--- config.mk ---
export PLATFORM = sky130hd
export DESIGN_NAME = pipe_hazard_ctrl
export DESIGN_NICKNAME = d
export VERILOG_FILES = /design/src/rtl/pipe_hazard_ctrl.sv
export SDC_FILE = /design/constraint.sdc
export NUM_CORES = 1
export LEC_CHECK = 0
export ABC_AREA = 0
export CORE_MARGIN = 5
export CORE_UTILIZATION = 34
export DETAILED_ROUTE_END_ITERATION = 6
export PLACE_DENSITY = 0.78
export SETUP_SLACK_MARGIN = 0.1
export SLEW_MARGIN = 25
export SYNTH_ARGS = -nofsm -noshare
export SYNTH_HDL_FRONTEND = slang
export SYNTH_SLANG_ARGS = --single-unit
--- constraint.sdc ---
create_clock -name clk -period 1.9 [get_ports clk]
set_clock_uncertainty 0.2 [all_clocks]
set_input_delay 0.19 -clock clk [delete_from_list [all_inputs] [get_ports clk]]
set_output_delay 0.19 -clock clk [all_outputs]
set_load 0.005 [all_outputs]
--- src/rtl/pipe_hazard_ctrl.sv ---
// pipe_hazard_ctrl: stall/flush controller for a five-stage F/D/E/M/W pipeline.
// Arbitrates data-memory wait, multicycle mul/div occupancy of E, load-use
// hazards and fetch wait. Branch redirects resolved in E are sequenced
// against fetch wait with a pending latch.
// Ports:
//   clk, reset                 rising-edge clock, async active-high reset
//   imem_busy, dmem_busy       fetch / data access not complete this cycle
//   d_rs1, d_rs2, d_uses_rs*   source operands of the instruction in D
//   e_is_load, e_rd            load flag and destination of the instruction in E
//   md_start                   one-cycle pulse: mul/div enters E
//   ex_redirect                mispredicted branch/jump resolved in E
//   stall_*/flush_*            hold / bubble controls per inter-stage register
//   pc_redirect                fetch takes the redirect target this cycle
//   md_busy                    mul/div occupancy in progress
module pipe_hazard_ctrl #(
  parameter int unsigned MD_LAT = 4,
  parameter int unsigned REG_W  = 5
) (
  input  logic             clk,
  input  logic             reset,
  input  logic             imem_busy,
  input  logic             dmem_busy,
  input  logic [REG_W-1:0] d_rs1,
  input  logic [REG_W-1:0] d_rs2,
  input  logic             d_uses_rs1,
  input  logic             d_uses_rs2,
  input  logic             e_is_load,
  input  logic [REG_W-1:0] e_rd,
  input  logic             md_start,
  input  logic             ex_redirect,
  output logic             stall_fd,
  output logic             stall_de,
  output logic             stall_em,
  output logic             stall_mw,
  output logic             flush_fd,
  output logic             flush_de,
  output logic             flush_em,
  output logic             flush_mw,
  output logic             pc_redirect,
  output logic             md_busy
);

  localparam int unsigned CNT_W = 4;
  localparam logic        MD_MULTI = (MD_LAT > 1);

  typedef enum logic {RUN, MD_WAIT} state_e;

  state_e           state_q, state_d;
  logic [CNT_W-1:0] md_cnt_q, md_cnt_d;
  logic             redir_pend_q, redir_pend_d;

  logic md_hold, load_use, e_held, redir;

  // Hazard decode shared by outputs and next-state logic
  always_comb begin
    md_hold  = (state_q == MD_WAIT) || (md_start && MD_MULTI);
    load_use = e_is_load && (e_rd != '0) &&
               ((d_uses_rs1 && (d_rs1 == e_rd)) || (d_uses_rs2 && (d_rs2 == e_rd)));
    e_held   = dmem_busy || md_hold;
    // A redirect while E is held is dropped; E re-presents it once released
    redir    = (ex_redirect || redir_pend_q) && !e_held;
  end

  // Stall/flush resolution: only the highest active hold request bubbles,
  // and a redirect overrides the F/D and D/E holds of load-use / fetch wait
  always_comb begin
    stall_mw    = dmem_busy;
    stall_em    = e_held;
    stall_de    = e_held || (load_use && !redir);
    stall_fd    = e_held || ((load_use || imem_busy) && !redir);
    flush_mw    = dmem_busy;
    flush_em    = md_hold && !dmem_busy;
    flush_de    = redir || (load_use && !e_held);
    flush_fd    = redir || (imem_busy && !e_held && !load_use);
    pc_redirect = redir && !imem_busy;
    md_busy     = md_hold;
  end

  // Next state: mul/div countdown runs regardless of dmem wait
  always_comb begin
    state_d      = state_q;
    md_cnt_d     = md_cnt_q;
    redir_pend_d = redir_pend_q;
    case (state_q)
      RUN: begin
        if (md_start && MD_MULTI) begin
          state_d  = MD_WAIT;
          md_cnt_d = CNT_W'(MD_LAT - 2);
        end
      end
      MD_WAIT: begin
        if (md_cnt_q == '0) state_d  = RUN;
        else                md_cnt_d = md_cnt_q - CNT_W'(1);
      end
      default: state_d = RUN;
    endcase
    if (redir) redir_pend_d = imem_busy;
  end

  always_ff @(posedge clk or posedge reset) begin
    if (reset) begin
      state_q      <= RUN;
      md_cnt_q     <= '0;
      redir_pend_q <= 1'b0;
    end else begin
      state_q      <= state_d;
      md_cnt_q     <= md_cnt_d;
      redir_pend_q <= redir_pend_d;
    end
  end

  // A new mul/div may not start while one is still occupying E
  a_no_md_start_in_wait: assert property (@(posedge clk) disable iff (reset)
    !(md_start && state_q == MD_WAIT));

endmodule
# == Yosys cells after proc, flatten, opt, wreduce, memory -nomap -nowiden ==
# Cells that the tools add are included.
# totals
register_bits,6
latch_bits,0
mem_bits_rw,0
mem_bits_ro,0
input_bits,24
output_inout_bits,10
wordCells,44
n_memories,0
# classes
add_sub_neg,1
n_mul,0
n_div,0
n_lt_le_gt_ge,0
eq_ne,4
n_shift,0
muxes,6
n_bitwise,1
reduce_logical,29
# ops
operator,count
1-bit logical AND,12
5-bit == test,2
1-bit logical OR,9
4-bit two-way mux,2
4-bit case mux with 2 select lines,1
1-bit zero test,5
5-bit nonzero test,1
4-bit zero test,1
"2-bit inequality test, second input constant",2
"4-bit by 1-bit subtractor with 4-bit output, second input constant",1
1-bit two-way mux,2
1-bit case mux with 2 select lines,1
2-bit AND reduction,1
1-bit NOT,1

# == Depth between registers and ports, before layout ==
# depth
depth_word,7
ltp_mapped,5
ltp_nobuf,5

# == Worst setup path after synthesis ==
# Ideal clock, no wire load.
# synth_timing
path_type,register -> output
from,reg state_q
to,out flush_fd
arrival_ps,1125
t_required_ps,1510
setup_slack_ps,385
stages_incl_launch_ff,5
n_path_buf,0
cell_sequence,dfrtp_1 nor3_1 inv_1 nor2_1 o21a_1
# synth_via
elab_chain_cells,6
elab_cells_between_ends,7
classes_between,reduce/logical (7)
# synth_rtl
item,line,text
start: declaration,48,"state_e state_q, state_d;"
start signal: assignment,106,state_q <= state_d;
1-bit logical OR (*),56,md_hold = (state_q == MD_WAIT) || (md_start && MD_MULTI);
1-bit logical OR (*),59,e_held = dmem_busy || md_hold;
via stall_em,33,"output logic stall_em,"
1-bit zero test (*),"61, 74",
1-bit logical AND (2 in a row),74,flush_fd = redir || (imem_busy && !e_held && !load_use);
1-bit logical OR (*),74,
end: declaration,35,"output logic flush_fd,"
# Mark *: on every way through the listed nets, which the timed path passes. The rest lies on a longest branch.

# == Worst setup path after layout ==
# layout_timing
from,in e_rd[1]
to,out stall_de
# layout_via
elab_chain_cells,6
elab_cells_between_ends,10
classes_between,eq/ne (2); reduce/logical (8)
# layout_rtl
item,line,text
start: declaration,28,"input logic [REG_W-1:0] e_rd,"
5-bit == test,58,((d_uses_rs1 && (d_rs1 == e_rd)) || (d_uses_rs2 && (d_rs2 == e_rd)));
1-bit logical AND,58,
1-bit logical OR,58,
1-bit logical AND (*),57,load_use = e_is_load && (e_rd != '0) &&
1-bit logical AND (*),69,stall_de = e_held || (load_use && !redir);
1-bit logical OR (*),69,
end: declaration,32,"output logic stall_de,"
# Mark *: on every way between the ends. The rest lies on a longest branch, timed or not.

==> results.cfg <==
[worst_setup_path]
cp-end-kind = output port
crit_chain = buf_2 -> or4_1 -> o21a_1 -> nand2_2 -> o21ai_1 -> clkdlybuf4s15_1
cp.required_ns = 1.51
critPathMaxStageDelay_ns = 0.51
crit_family = simple AND/OR/NAND/NOR gates
worst-path-buf-inv = 2
cpMaxStageDelayCell = or4_1
critPathArrivalTime_ns = 1.42
crit_type = primary input to output port
startpoint_type = primary input
crit_fanout = 3

[cts]
cts_buffers = 3
cts.clk_slew.worst_paths_ns = 0.04
cts.sinks = 6
clock_path_buffers = 2
clockRootBuffer = clkbuf_4
cts_max_level = 1
clock_latency_ns = 0.25
cts_tree = built

[global_route]
grt_max_degree = 7
track_usage = 0.140
antenna_found_initial = 0
grt_pass1_wl_mm = 2.65
grt_overflow_total = 0
grt_pass1_vias = 601

[placement]
port_buffers = 33
hpwlAfterDp_mm = 1.22
globalplace.congestion = 0.697

[final_layout]
drive_gt1_frac = 0.367
final_nets = 136
area_delta_synth_final_pct = 99.0
antenna_cells = 0

[drt]
drt_first_pass_iters = 4
drcViolationCount = 0
routed_wl_mm = 1.56
routedWlPerCell_um = 12.5
vias = 612
vias_per_cell = 4.94
drtAntennaViolNets = 0
drt_iter0_drc = 5

[timing]
fin_crit_ns = 1.81
setup_viol = 0
setup_tns_ns = 0
fin_crit_sh = 0.955
max_freq_mhz = 551
rsz0062_at_grt = true
hold_viol = 0
slew_violations = 0
maxSlewHeadroom = 0.780
worst_pin_slew_ns = 0.328

[logic_synthesis]
synth_largest_area_cell = dfrtp_1
synthArstFlopShare = 1.00
yosys-top-cells-count = 8 x xor2_1, 6 x dfrtp_1, 6 x inv_1, 6 x nor2_1, 4 x nor3_1
ys_ff_latch = 6
ys_warn_count = 0
synth_area_um2 = 500
synth_top_area_frac = 0.300
synth_edf_count = 0
synthFlopType = dfrtp_1
syn_inst = 61
synth-seq-area-share = 0.300
synth_area_per_cell_um2 = 8.20
ys_types = 27
yosysMostFrequentCell = xor2_1
synth_nets = 86
ys_top_cells_by_area = dfrtp_1 30%, xor2_1 14%, inv_1 4.5%

[floorplanning]
core_area_um2 = 1350
fp.dieW_um = 48.4
start_util = 0.371
dieArea_um2 = 2340
rows = 13
ioPinCount = 34
fp.dieH_um = 48.4

[flow_run]
max-cap-violations = 0

[pwr]
p_total_w = 0.000773
leakage_nw = 0.491
power.density_nw_per_um2 = 776
vdd_drop_max_mv = 0.848

[outcome]
status = finished clean

[worst_hold_path]
hold_path.class = primary input to register
path summary, 6_finish.rpt:
check / start / slack, ns / cells past startpoint / endpoint
max reg2reg: md_cnt_q[0]$_DFFE_PP0P_ / 0.33 / 5 / md_cnt_q[1]$_DFFE_PP0P_
min reg2reg: md_cnt_q[1]$_DFFE_PP0P_ / 0.33 / 1 / md_cnt_q[1]$_DFFE_PP0P_
min: dmem_busy / 0.31 / 6 / redir_pend_q$_DFFE_PP0P_
min in group asynchronous: reset / 0.50 / 3 / md_cnt_q[2]$_DFFE_PP0P_
max in group asynchronous: reset / 0.80 / 3 / md_cnt_q[0]$_DFFE_PP0P_
max: e_rd[1] / 0.09 / 6 / stall_de
state kept, by name, summed over array words and instances, names as in the netlist:
register	count
state_q	1
md_cnt_q	4
redir_pend_q	1
layout by cell type (no fill, tap or decap), types with 2 or more instances in the layout:
master / instances
xor2_1: 8
a21oi_1: 2
nand2_1: 2
clkdlybuf4s15_1: 6
buf_2: 8
clkbuf_2: 3
buf_6: 3
buf_4: 10
nor2_4: 2
nor3_1: 2
inv_1: 5
dfrtp_1: 6
o21a_1: 2
dlymetal6s2s_1: 4
dlygate4sd2_1: 3
clkdlybuf4s50_1: 9
nor2_1: 3
clkbuf_4: 3
through the flow:
step,hold slack [ns],worst slack (ns),std cells,cell area [um2],util
after floorplan,-0.219,0.385,61,500,-
after global placement,0.216,-0.561,115,895,0.663
after detailed placement,0.221,-0.576,115,895,0.663
after CTS,0.339,0.0576,123,948,0.703
after global routing,0.350,0.0528,124,996,0.738
final,0.311,0.0854,124,996,0.738
cell families (layout without fill, tap and decap cells):
kind of cell             Yosys count  after routing  synth area share
AO/OA/AOI/OAI                     13             13             0.170
XOR/XNOR                          10             10             0.175
adder cells (fa/ha/maj)            1              1            0.0250
buffers and inverters              8             56            0.0750
flip-flops                         6              6             0.300
multiplexers                       1              1            0.0200
AND/OR/NAND/NOR                   22             22             0.235
where the power goes:
| part | switching, W | internal, W | total (W) |
|---|---|---|---|
| sequential | 0.0000470 | 0.000190 | 0.000237 |
| clock | 0.0000437 | 0.0000713 | 0.000115 |
| combinational | 0.000190 | 0.000231 | 0.000421 |
| total | 0.000281 | 0.000492 | 0.000773 |
final cells by class:
| type | instances | area [um2] |
|---|---|---|
| multi-input cells | 47 | 382 |
| flip-flops and latches | 6 | 150 |
| inverters | 6 | 22.5 |
| clock buffers | 3 | 22.5 |
| well taps | 15 | 18.8 |
| repair buffers | 47 | 400 |
| fillers | 116 | 354 |
worst min-delay path, cell delays in order:
cell and delay [ns]:
dlymetal6s2s_1 0.15, nor3_4 0.07, inv_2 0.08, buf_4 0.11
nor2_1 0.03, nor2_1 0.08
timing repair:
action | 4_1_cts | 5_1_grt
endpoints found under the hold margin | 6 | 0
buffers inserted | 4 | 1
resized for setup | 57 | 24
hold buffers | 1 | 0
pin swaps | 11 | 12
endpoints found under the setup margin | 8 | 8
per-layer routing:
metal,vias to the layer above,track usage,wire length (um)
met5,-,0,0
met4,0,0.0553,19
met3,2,0.0459,91
met2,22,0.226,784
met1,279,0.167,659
li1,309,-,-
Power figures use the tool's default switching activity.
